[config.mk]
export PLATFORM = sky130hd
export DESIGN_NAME = seq_gen_serial_tx_flat
export DESIGN_NICKNAME = d
export VERILOG_FILES = /design/src/rtl/seq_pkg.sv /design/src/rtl/seq_gen_serial_tx_if.sv /design/src/rtl/seq_gen_shreg.sv /design/src/rtl/seq_gen_serial_tx.sv /design/src/flat_wrapper.sv
export SDC_FILE = /design/constraint.sdc
export NUM_CORES = 1
export LEC_CHECK = 0
export ABC_AREA = 0
export ABC_CLOCK_PERIOD_IN_PS = 1500
export CAP_MARGIN = 25
export CORE_UTILIZATION = 40
export DETAILED_ROUTE_END_ITERATION = 16
export PLACE_DENSITY_LB_ADDON = 0.25
export SYNTH_ARGS = -nofsm -noshare
export SYNTH_HDL_FRONTEND = slang
export SYNTH_SLANG_ARGS = --single-unit
[constraint.sdc]
create_clock -name clk -period 1.5 [get_ports clk]
set_input_delay 0.225 -clock clk [delete_from_list [all_inputs] [get_ports clk]]
set_output_delay 0.225 -clock clk [all_outputs]
set_load 0.005 [all_outputs]
[src/rtl/seq_pkg.sv]
// Shared encodings and sizing helpers for the serial sequence generator/detector family.
package seq_pkg;

  localparam logic [1:0] IDLE = 2'b00;
  localparam logic [1:0] SEND = 2'b01;
  localparam logic [1:0] GAPW = 2'b10;
  localparam logic [1:0] DONE = 2'b11;

  typedef enum logic [1:0] {
    StIdle = IDLE,
    StSend = SEND,
    StGapw = GAPW,
    StDone = DONE
  } state_e;

  // Bits needed to hold a down-counter starting at w-1.
  function automatic int unsigned cnt_width(input int unsigned w);
    return (w < 2) ? 1 : $clog2(w);
  endfunction

endpackage

[src/rtl/seq_gen_serial_tx_if.sv]
// Start/ready request port and serial output stream of the pattern transmitter.
interface seq_gen_serial_tx_if #(
  parameter int unsigned W  = 8,
  parameter int unsigned RW = 4
);
  logic          start;
  logic [W-1:0]  data;
  logic [RW-1:0] rep;
  logic          ready;
  logic          x;
  logic          x_valid;
  logic          done;

  modport master (
    output start, data, rep,
    input  ready, x, x_valid, done
  );

  modport slave (
    input  start, data, rep,
    output ready, x, x_valid, done
  );
endinterface

[src/rtl/seq_gen_shreg.sv]
// Loadable MSB-first shift register with a hold copy for repeat reloads.
module seq_gen_shreg #(
  parameter int unsigned W = 8
) (
  input  logic         clk,
  input  logic         rst,
  input  logic         load,
  input  logic         shift,
  input  logic         reload,
  input  logic [W-1:0] din,
  output logic         nxt
);

  logic [W-1:0] q_q;
  logic [W-1:0] hold_q;

  always_ff @(posedge clk) begin
    if (rst) begin
      q_q    <= '0;
      hold_q <= '0;
    end else if (load) begin
      q_q    <= din;
      hold_q <= din;
    end else if (reload) begin
      q_q <= hold_q;
    end else if (shift) begin
      q_q <= {q_q[W-2:0], 1'b0};
    end
  end

  // Bit that will sit at the MSB after this edge, so the caller can register it as x.
  always_comb begin
    nxt = q_q[W-1];
    if (load) begin
      nxt = din[W-1];
    end else if (reload) begin
      nxt = hold_q[W-1];
    end else if (shift) begin
      nxt = q_q[W-2];
    end
  end

endmodule

[src/rtl/seq_gen_serial_tx.sv]
// Serial pattern transmitter: sends a W-bit word MSB-first rep+1 times with optional idle gaps.
module seq_gen_serial_tx
  import seq_pkg::*;
#(
  parameter int unsigned W   = 8,
  parameter int unsigned RW  = 4,
  parameter int unsigned GAP = 0
) (
  input logic               clk,
  input logic               rst,
  seq_gen_serial_tx_if.slave bus
);

  localparam int unsigned BW = cnt_width(W);
  localparam int unsigned GW = (GAP > 1) ? $clog2(GAP) : 1;

  state_e        state_q;
  logic [BW-1:0] bit_cnt_q;
  logic [RW-1:0] rep_cnt_q;
  logic [GW-1:0] gap_cnt_q;
  logic          ready_q;
  logic          x_q;
  logic          x_valid_q;
  logic          done_q;

  logic sh_load;
  logic sh_shift;
  logic sh_reload;
  logic sh_nxt;
  logic last_bit;

  always_comb begin
    last_bit  = (state_q == StSend) && (bit_cnt_q == '0);
    sh_load   = (state_q == StIdle) && bus.start;
    sh_shift  = (state_q == StSend) && !last_bit;
    sh_reload = last_bit && (rep_cnt_q != '0);
  end

  seq_gen_shreg #(
    .W(W)
  ) u_shreg (
    .clk   (clk),
    .rst   (rst),
    .load  (sh_load),
    .shift (sh_shift),
    .reload(sh_reload),
    .din   (bus.data),
    .nxt   (sh_nxt)
  );

  always_ff @(posedge clk) begin
    if (rst) begin
      state_q   <= StIdle;
      bit_cnt_q <= '0;
      rep_cnt_q <= '0;
      gap_cnt_q <= '0;
      ready_q   <= 1'b1;
      x_q       <= 1'b0;
      x_valid_q <= 1'b0;
      done_q    <= 1'b0;
    end else begin
      done_q <= 1'b0;
      unique case (state_q)
        StIdle: begin
          if (bus.start) begin
            state_q   <= StSend;
            bit_cnt_q <= BW'(W - 1);
            rep_cnt_q <= bus.rep;
            ready_q   <= 1'b0;
            x_q       <= sh_nxt;
            x_valid_q <= 1'b1;
          end
        end
        StSend: begin
          if (bit_cnt_q != '0) begin
            bit_cnt_q <= bit_cnt_q - 1'b1;
            x_q       <= sh_nxt;
          end else if (rep_cnt_q == '0) begin
            state_q   <= StDone;
            x_q       <= 1'b0;
            x_valid_q <= 1'b0;
            done_q    <= 1'b1;
          end else begin
            rep_cnt_q <= rep_cnt_q - 1'b1;
            bit_cnt_q <= BW'(W - 1);
            if (GAP > 0) begin
              state_q   <= StGapw;
              gap_cnt_q <= GW'(GAP - 1);
              x_q       <= 1'b0;
              x_valid_q <= 1'b0;
            end else begin
              // Back-to-back: next repetition's MSB follows with no bubble.
              x_q <= sh_nxt;
            end
          end
        end
        StGapw: begin
          if (gap_cnt_q == '0) begin
            state_q   <= StSend;
            x_q       <= sh_nxt;
            x_valid_q <= 1'b1;
          end else begin
            gap_cnt_q <= gap_cnt_q - 1'b1;
          end
        end
        StDone: begin
          state_q <= StIdle;
          ready_q <= 1'b1;
        end
        default: state_q <= StIdle;
      endcase
    end
  end

  assign bus.ready   = ready_q;
  assign bus.x       = x_q;
  assign bus.x_valid = x_valid_q;
  assign bus.done    = done_q;

endmodule

[src/flat_wrapper.sv]
// flat-port wrapper written by rule: the top's interface ports become plain ports
module seq_gen_serial_tx_flat import seq_pkg::*;
#(
  parameter int unsigned W   = 8,
  parameter int unsigned RW  = 4,
  parameter int unsigned GAP = 0
)
  (clk, rst, bus_start, bus_data, bus_rep, bus_ready, bus_x, bus_x_valid, bus_done);
  seq_gen_serial_tx_if #(.W(W), .RW(RW)) bus_i ();
  input logic clk;
  input logic rst;
  input wire logic [$bits(bus_i.start)-1:0] bus_start;
  input wire logic [$bits(bus_i.data)-1:0] bus_data;
  input wire logic [$bits(bus_i.rep)-1:0] bus_rep;
  output wire logic [$bits(bus_i.ready)-1:0] bus_ready;
  output wire logic [$bits(bus_i.x)-1:0] bus_x;
  output wire logic [$bits(bus_i.x_valid)-1:0] bus_x_valid;
  output wire logic [$bits(bus_i.done)-1:0] bus_done;
  assign bus_i.start = bus_start;
  assign bus_i.data = bus_data;
  assign bus_i.rep = bus_rep;
  assign bus_ready = bus_i.ready;
  assign bus_x = bus_i.x;
  assign bus_x_valid = bus_i.x_valid;
  assign bus_done = bus_i.done;
  seq_gen_serial_tx #(.W(W), .RW(RW), .GAP(GAP)) u_core (.clk(clk), .rst(rst), .bus(bus_i));
endmodule
* Yosys cells after proc, flatten, opt, wreduce, memory -nomap -nowiden *
Cells that the tools add are included.

operators by class
  add/subtract/negate cells = 3
  equality and inequality tests = 9
  muxes and demuxes = 33
  bitwise operators = 1
  reduce and logical (&&, ||, !) cells = 21

operator list
  operator               count
  $mux W8                3
  $mux W1                14
  $mux W4                3
  $ne A2 B2 Y1 const B   5
  $mux W3                3
  $reduce_bool A3 Y1     3
  $mux W2                4
  $pmux W2 S4            1
  $pmux W4 S2            1
  $reduce_and A4 Y1      2
  $pmux W1 S3            2
  $pmux W3 S2            1
  $reduce_and A3 Y1      2
  $reduce_and A5 Y1      1
  $eq A2 B2 Y1 const B   2
  $logic_and A1 B1 Y1    4
  $logic_not A4 Y1       1
  $reduce_bool A2 Y1     2
  $reduce_bool A4 Y1     1
  $sub A4 B1 Y4 const B  1
  $logic_not A3 Y1       1
  $ne A3 B3 Y1 const B   1
  $reduce_or A3 Y1       1
  $sub A3 B1 Y3 const B  1
  other kinds (7)        7

storage, ports and cells
  register bits = 30
  bits of input ports = 15
  output and inout bits = 4
  word-level logic and storage cells = 77

* Depth between registers and ports, before layout *
Gate-level depths: netlist of run 1.

  depth in word-level cells = 10
  depth in mapped cells = 7
  gate-level depth less buffers = 6

* By module *
A second synthesis of run 1 with hierarchy kept.

unflattened totals
  cell total of the unflattened synthesis = 172
  area total of the unflattened synthesis = 1,502.7 µm²

by module, submodules not included
  module             times used  cells each  area each (µm²)  seq. area each (µm²)
  seq_gen_shreg      1           91          788.3            320.3
  seq_gen_serial_tx  1           81          714.4            260.2

* Worst setup path before layout of run 1 *
No wires, ideal clock.

  path kind = register to register
  from = reg u_core.rep_cnt_q[0]
  to = reg u_core.bit_cnt_q[1]
  library setup time = 0.088 ns
  data arrival time = 1.457 ns
  required time = 1.412 ns
  slack = -0.045 ns
  stages on the path, launching flop included = 7
  path buffers = 0
  clock period less this slack = 1.545 ns
  path through = dfxtp_1 > inv_1 > ha_1 > nor3b_4 > a21oi_4 > or2_1 > a311oi_2

on the way
  cells in the longest elaborated chain, start to end = 3

RTL lines
  what                         line                     source
  from (decl)                  seq_gen_serial_tx.sv:19  logic [RW-1:0] rep_cnt_q;
  from (signal assigned)       seq_gen_serial_tx.sv:68  rep_cnt_q <= bus.rep;
  from (signal assigned)       seq_gen_serial_tx.sv:84  rep_cnt_q <= rep_cnt_q - 1'b1;
  $logic_not A4 Y1             seq_gen_serial_tx.sv:78  end else if (rep_cnt_q == '0) begin
  $ne A3 B3 Y1 (no line)       n/a
  $reduce_and A3 Y1 (no line)  n/a
  to (signal assigned)         seq_gen_serial_tx.sv:67  bit_cnt_q <= BW'(W - 1);
  to (signal assigned)         seq_gen_serial_tx.sv:76  bit_cnt_q <= bit_cnt_q - 1'b1;
  to (signal assigned)         seq_gen_serial_tx.sv:85  bit_cnt_q <= BW'(W - 1);
  to (decl)                    seq_gen_serial_tx.sv:18  logic [BW-1:0] bit_cnt_q;

Every way passes these cells.
A chain may end at the register's enable or synchronous reset.

* Worst setup path in the final report of run 1 *
  from = reg u_core.rep_cnt_q[0]
  to = reg u_core.rep_cnt_q[0]

on the way
  cells in the longest elaborated chain, start to end = 4
  elaborated cells between the ends (all ways) = 7
  those cells by class = add/sub: 1; eq/ne: 1; mux: 3; reduce/logical: 2

RTL lines
  what           line                     source
  $sub A4 B1 Y4  seq_gen_serial_tx.sv:84
  $mux W4        seq_gen_serial_tx.sv:78
  $mux W4        seq_gen_serial_tx.sv:75  if (bit_cnt_q != '0) begin
  $pmux W4 S2    seq_gen_serial_tx.sv:63  unique case (state_q)

Parallel ways exist; a longest one is shown, timed or not. The select of a mux whose other input is x is not followed.

==> impl_metrics.toml, run 1 <==
[power_and_ir_drop]
p_per_area_mw_per_mm2 = 1010
pwr-share-clk_pct = 19.3
ir_drop_uv = 597
p_switching_uw = 715
power_frac_comb_pct = 38.5
power.leakage_uw = 0.000818
p_seq_share_pct = 42.2
power.internal_uw = 1460
switching_share_pct = 32.8

[grt]
grt.overflow.total = 0
antenna_found_initial = 0
grt_max_degree = 25
grt.total_usage_pct = 20.9
grt_pass1_wl_um = 6380
first_global_vias = 1433

[routing]
wl_per_cell_um = 14.6
ant_nets = 0
drt-total-wl_um = 3930
drt_first_pass_iters = 4
drc = 0
vias_per_cell = 5.47
vias = 1476
drt_iter0_markers = 54

[die]
pin_count = 19
initial_core_util_pct = 42.7
die_y_um = 62.4
die_area_sq_mm = 0.00389
coreArea_sq_mm = 0.00342
die_w_um = 62.4
rows = 21

[sta]
final-hold-violation-count = 0
slew_violations = 0
fin_setup_tns_ns = -0.00714
max_clock_freq_ghz = 0.664
rsz0062_at_grt = "yes"
fin_crit_sh_pct = 100
max_slew_margin_pct = 75.3
min_period_ns = 1.51
worst_pin_slew_ns = 0.369
fin_skew_ns = 0.00365
finalSetupViolations = 1
worst_slack_ns = -0.00714

[setup_path]
path_cells = "inv_2, ha_4, nor3b_4, buf_6, or4_4, o21ai_2, a21oi_1"
critical_path_class = "register to register"
start_kind = "register"
end_kind = "register"
cp_slowest_stage_delay_ns = 0.41
slowest_stage = "or4_4"
cp_max_fo = 4
required_ns = 1.72
crit_arrival_ns = 1.73

[synth]
synth_nets = 193
synthAdderAreaFrac_pct = 3.43
synth-compound-area-share_pct = 30.2
syn_area_per_cell_sq_um = 8.38
ys.warnings.count = 0
synthSimpleGateAreaFrac_pct = 19.6
netlist_instances = 174
synth_area_sq_mm = 0.00146
synth_top_family_by_area = "compound AO/OA/AOI/OAI gates"
synthMuxAreaShare_pct = 0.687
yosysSeqAreaShare_pct = 39.8
synth_cell_type_count = 39
synthXorXnorAreaFrac_pct = 0
ys_seq_elements = 29

[final_layout]
antenna_cells = 0
nets = 244
syn_to_final_growth_pct = 47.5
drive_above_1_share_pct = 36.2

[run_status]
violations = "negative setup slack"
status = "complete, but fails checks"

[clock_tree]
clk_pin_slew_ns = 0.09
cts_buffer_depth = 2
cts_inserted_buffers = 5
clockRootBuffer = "clkbuf_4"
clock-sinks = 29
clk_latency_ns = 0.33
cts_tree = "done"
h-tree-depth = 2

[worst_hold_path]
hold_class = "register to register"

[placed_design]
post-place-ws_ns = -0.192
place.gp.congestion = 0.875
port_buffers = 18
dpl.hpwl_um = 2840

[run]
drv_cap = 0
cells in the mapped netlist:
cell type / instances / share of area (%)
a31oi_1: 4 / 1.7
nor4_1: 1 / 0.43
nor3_1: 13 / 4.5
a311oi_2: 1 / 1.0
or3b_1: 2 / 1.2
a311o_1: 1 / 0.69
a211oi_1: 9 / 4.6
inv_1: 6 / 1.5
o31a_1: 1 / 0.60
nand2b_1: 5 / 2.1
nor2_1: 5 / 1.3
nor2b_1: 2 / 0.86
dfxtp_1: 29 / 40
a2111oi_0: 1 / 0.60
a311oi_1: 1 / 0.60
o211ai_1: 1 / 0.52
clkbuf_2: 1 / 0.34
a32oi_1: 1 / 0.60
or2_1: 1 / 0.43
o21ai_1: 2 / 0.69
nand3b_1: 2 / 1.0
ha_1: 4 / 3.4
nand2_1: 21 / 5.4
buf_2: 6 / 2.1
a21oi_1: 15 / 5.2
o31ai_1: 1 / 0.52
o21a_1: 1 / 0.52
clkbuf_1: 6 / 1.5
a21boi_0: 1 / 0.52
o21bai_1: 8 / 4.1
o21ai_0: 7 / 2.4
or4_1: 2 / 1.0
o32ai_1: 1 / 0.60
a41oi_1: 1 / 0.60
mux2i_1: 1 / 0.69
a21oi_4: 1 / 1.1
o22ai_1: 7 / 3.0
nor3b_4: 1 / 1.3
buf_6: 1 / 0.77
layout make-up:
| cell class | count | area [sq um] |
|---|---|---|
| clock buffers | 5 | 37.5 |
| clock inverters | 1 | 5.00 |
| fillers | 309 | 1270 |
| inverters | 6 | 22.5 |
| multi-input cells | 125 | 950 |
| flip-flops and latches | 29 | 586 |
| well taps | 46 | 57.6 |
| repair buffers | 58 | 492 |
metrics by stage:
step	power [uW]	hold WS, ns	util [%]	area [sq um]	std cells
detailed placement	1600	0.449	55.9	1910	261
global route	2310	0.476	62.9	2150	270
finish	2180	0.460	62.9	2150	270
global placement	1580	0.445	55.9	1910	261
CTS	2080	0.461	59.0	2010	267
floorplan	1290	0.361	-	1470	174
power by group through the flow:
stage                     logic [uW]  clock network (uW)  registers (uW)
after floorplan                  376                   0             912
after global placement           660                   0             919
after detailed placement         678                   0             923
after CTS                        732                 433             911
after global routing             905                 474             929
final                            838                 419             918
path summary, 6_finish.rpt:
kind                            slack, ns  cells past startpoint                     start                        to
worst min-delay path                 0.46                      2  u_core.u_shreg.hold_q[4]  u_core.u_shreg.hold_q[4]
worst min register to register       0.46                      2  u_core.u_shreg.hold_q[4]  u_core.u_shreg.hold_q[4]
worst max register to register     -0.007                      7       u_core.rep_cnt_q[0]       u_core.rep_cnt_q[0]
worst max-delay path               -0.007                      7       u_core.rep_cnt_q[0]       u_core.rep_cnt_q[0]
kinds of logic after synthesis:
family          Yosys count
buf+inv                  20
compound gates           65
simple gates             55
fa+ha+maj                 4
mux                       1
flops                    29
cells in the final DEF (no fill, tap or decap), drive strengths merged, types with 2 or more instances in the layout:
cell            n
a31oi           4
nand2b          5
buf            40
or3b            2
nor2            5
a211oi          9
nand2          21
o21bai          8
a21oi          16
nand3b          2
dfxtp          29
or4             2
o21ai           9
nor3           13
a311oi          2
o22ai           7
clkdlybuf4s50  18
nor2b           2
ha              4
clkbuf          5
inv             6
timing repair:
| item | in CTS | in global routing |
|---|---|---|
| hold buffers | 0 | 0 |
| pin swaps | 10 | 7 |
| setup endpoints to repair | 14 | 17 |
| buffers inserted | 1 | 3 |
| gates resized for setup | 19 | 25 |
per-layer routing:
layer | GRT usage [%] | vias up | part of all wire [%]
li1 | - | 744 | -
met1 | 24.3 | 706 | 42
met2 | 37.1 | 20 | 54
met3 | 5.15 | 6 | 2.6
met4 | 7.56 | 0 | 1.3
met5 | 0 | - | 0
flip-flops by register name (all words and copies together) (netlist names):
register               flops
u_core.u_shreg.hold_q      8
u_core.u_shreg.q_q         8
u_core.rep_cnt_q           4
u_core.bit_cnt_q           3
u_core.state_q             2
u_core.bus.done            1
u_core.bus.ready           1
u_core.bus.x               1
u_core.bus.x_valid         1
critical path, delay by kind of cell (launching register included):
kind            cells  cell delay (ns)
compound gates      2             0.14
buf+inv             2             0.19
fa+ha+maj           1             0.15
simple gates        2             0.58
flops               1             0.35
Power figures use the tool's default switching activity.
==> run 2, diff against run 1 <==
--- a/config.mk
+++ b/config.mk
@@ -8,7 +8,7 @@
 export ABC_AREA = 0
 export ABC_CLOCK_PERIOD_IN_PS = 1500
 export CAP_MARGIN = 25
-export CORE_UTILIZATION = 40
+export CORE_UTILIZATION = 48
 export DETAILED_ROUTE_END_ITERATION = 16
 export PLACE_DENSITY_LB_ADDON = 0.25
 export SYNTH_ARGS = -nofsm -noshare
==> run 2 against run 1 <==
  * The flow finishes with violations (design-rule violations, negative setup slack)
  * Register-to-register slack got worse by 0.16 ns
  * Wire length is 10% higher
  * Sequential cell count unchanged
  * Critical endpoint is now u_core.bit_cnt_q[2]
  * Largest cell class unchanged
==> impl_metrics.toml, run 2 (same netlist as run 1, synthesis figures left out) <==
[run_status]
status = "complete, but fails checks"
violations = "design-rule violations, negative setup slack"

[die]
pin_count = 19
die_w_um = 57.1
coreArea_sq_mm = 0.00281
initial_core_util_pct = 52.0
rows = 19
die_y_um = 57.1
die_area_sq_mm = 0.00326

[grt]
grt_max_degree = 17
first_global_vias = 1560
grt.total_usage_pct = 27.9
grt_pass1_wl_um = 6920
grt.overflow.total = 0
antenna_found_initial = 0

[sta]
finalSetupViolations = 17
rsz0062_at_grt = "yes"
worst_pin_slew_ns = 0.392
max_slew_margin_pct = 73.9
fin_setup_tns_ns = -0.689
fin_crit_sh_pct = 111
max_clock_freq_ghz = 0.601
min_period_ns = 1.66
worst_slack_ns = -0.165
fin_skew_ns = 0.0185
slew_violations = 0
final-hold-violation-count = 0

[power_and_ir_drop]
p_per_area_mw_per_mm2 = 1140
ir_drop_uv = 682
power.leakage_uw = 0.000846

[setup_path]
start_kind = "register"
r2r-end = "u_core.bit_cnt_q[2]"
worst_r2r_path_depth = 7
rr_startpoint = "u_core.rep_cnt_q[0]"
required_ns = 1.72
critical_path_class = "register to register"
endpoint = "u_core.bit_cnt_q[2]"
end_kind = "register"
r2r_slack_ns = -0.16
crit_arrival_ns = 1.89
cp_max_fo = 4
startpoint = "u_core.rep_cnt_q[0]"

[final_layout]
fin_util_pct = 77.7
nFillCells = 190
top_regs = "u_core.u_shreg.hold_q: 8 flops, u_core.u_shreg.q_q: 8 flops, u_core.rep_cnt_q: 4 flops"
seq_area_sq_um = 587
drive_above_1_share_pct = 34.9
antenna_cells = 0
final_cell_mix = "buf_4 (39), dfxtp_1 (24), nand2_1 (19), clkdlybuf4s50_1 (18), a21oi_1 (14)"
final_common_cell = "buf_4"
multi_input_area_sq_um = 920
nets = 247
syn_to_final_growth_pct = 49.5

[routing]
vias = 1585
ant_nets = 0
drt_first_pass_iters = 10
drc = 2
drt-total-wl_um = 4330
drt_iter0_markers = 130
vias_per_cell = 6.10
wl_per_cell_um = 16.6

[placed_design]
port_buffers = 18
dpl.hpwl_um = 2660
place.gp.congestion = 0.869

[clock_tree]
cts_inserted_buffers = 5
clk_latency_ns = 0.35
cts_tree = "done"
clock-sinks = 29
clockRootBuffer = "clkbuf_4"
h-tree-depth = 2
clk_pin_slew_ns = 0.11
cts_buffer_depth = 2

[run]
drv_cap = 0

[worst_hold_path]
hold_class = "input port to register"
-- run 2: cell types whose count changed in the layout (fill, tap and decap cells not counted), sizes merged --
cell	delta
buf	+3
bufinv	+1
clkinv	-1
clkbuf	+2
-- run 2: worst max-delay path, cell delays in order, from the launching register on --
cell and delay (ns):
dfxtp_2 0.35, inv_2 0.08, ha_4 0.13, nor3b_4 0.37
buf_4 0.19, a2111oi_1 0.07, a211oi_1 0.27, nor2_1 0.07
-- run 2: cell type report --
cell class,count,area share (%)
clock buffer,7,2.53
multi-input combinational,125,42.2
sequential,29,26.9
inverter,6,1.03
timing repair buffer,61,24.2
clock inverter,1,1.38
tap,31,1.78
-- run 2: worst min-delay path by stage --
stage,depth (start not counted),from,end
after CTS,3,bus_rep[3],u_core.rep_cnt_q[3]
after detailed placement,2,u_core.u_shreg.hold_q[2],u_core.u_shreg.hold_q[2]
after global placement,2,u_core.u_shreg.hold_q[0],u_core.u_shreg.hold_q[0]
final,3,bus_data[2],u_core.u_shreg.hold_q[2]
after floorplan,2,bus_data[0],u_core.u_shreg.hold_q[0]
after global routing,3,bus_rep[3],u_core.rep_cnt_q[3]
-- run 2: layer usage --
metal / vias to the layer above / global-route usage, % / part of all wire, %
li1: 748 / - / -
met1: 759 / 31.8 / 40
met2: 64 / 49.7 / 51
met3: 14 / 7.94 / 6.1
met4: 0 / 9.41 / 2.5
met5: - / 0 / 0
-- run 2: power by group --
group | switching [uW] | internal, uW
logic | 414 | 449
clock network | 303 | 398
registers | 67.7 | 853
-- run 2: stage by stage --
| stage | area (sq um) | worst slack [ns] | hold WS (ns) | total power [uW] | cells |
|---|---|---|---|---|---|
| 2_1_floorplan | 1470 | -0.0138 | 0.361 | 1290 | 174 |
| 3_3_place_gp | 1890 | -0.161 | 0.445 | 1560 | 244 |
| 3_5_place_dp | 1890 | -0.210 | 0.448 | 1580 | 244 |
| 4_1_cts | 2080 | -0.0371 | 0.460 | 2360 | 256 |
| 5_1_grt | 2180 | -0.243 | 0.448 | 2590 | 260 |
| 6_report | 2180 | -0.165 | 0.457 | 2480 | 260 |
-- run 2: repair_timing --
action                     CTS  global route
hold buffers                 0             0
hold endpoints to repair     0             0
setup buffers                5             4
gates resized for setup     22            16
cloned                       0             0
setup endpoints to repair   15            18
pin swaps                   10             5
==> run 3, diff against run 2 <==
--- a/config.mk
+++ b/config.mk
@@ -11,6 +11,7 @@
 export CORE_UTILIZATION = 48
 export DETAILED_ROUTE_END_ITERATION = 16
 export PLACE_DENSITY_LB_ADDON = 0.25
+export SLEW_MARGIN = 20
 export SYNTH_ARGS = -nofsm -noshare
 export SYNTH_HDL_FRONTEND = slang
 export SYNTH_SLANG_ARGS = --single-unit
==> results of run 3 <==
Final layout, timing and power as in run 2 (identical DEF).
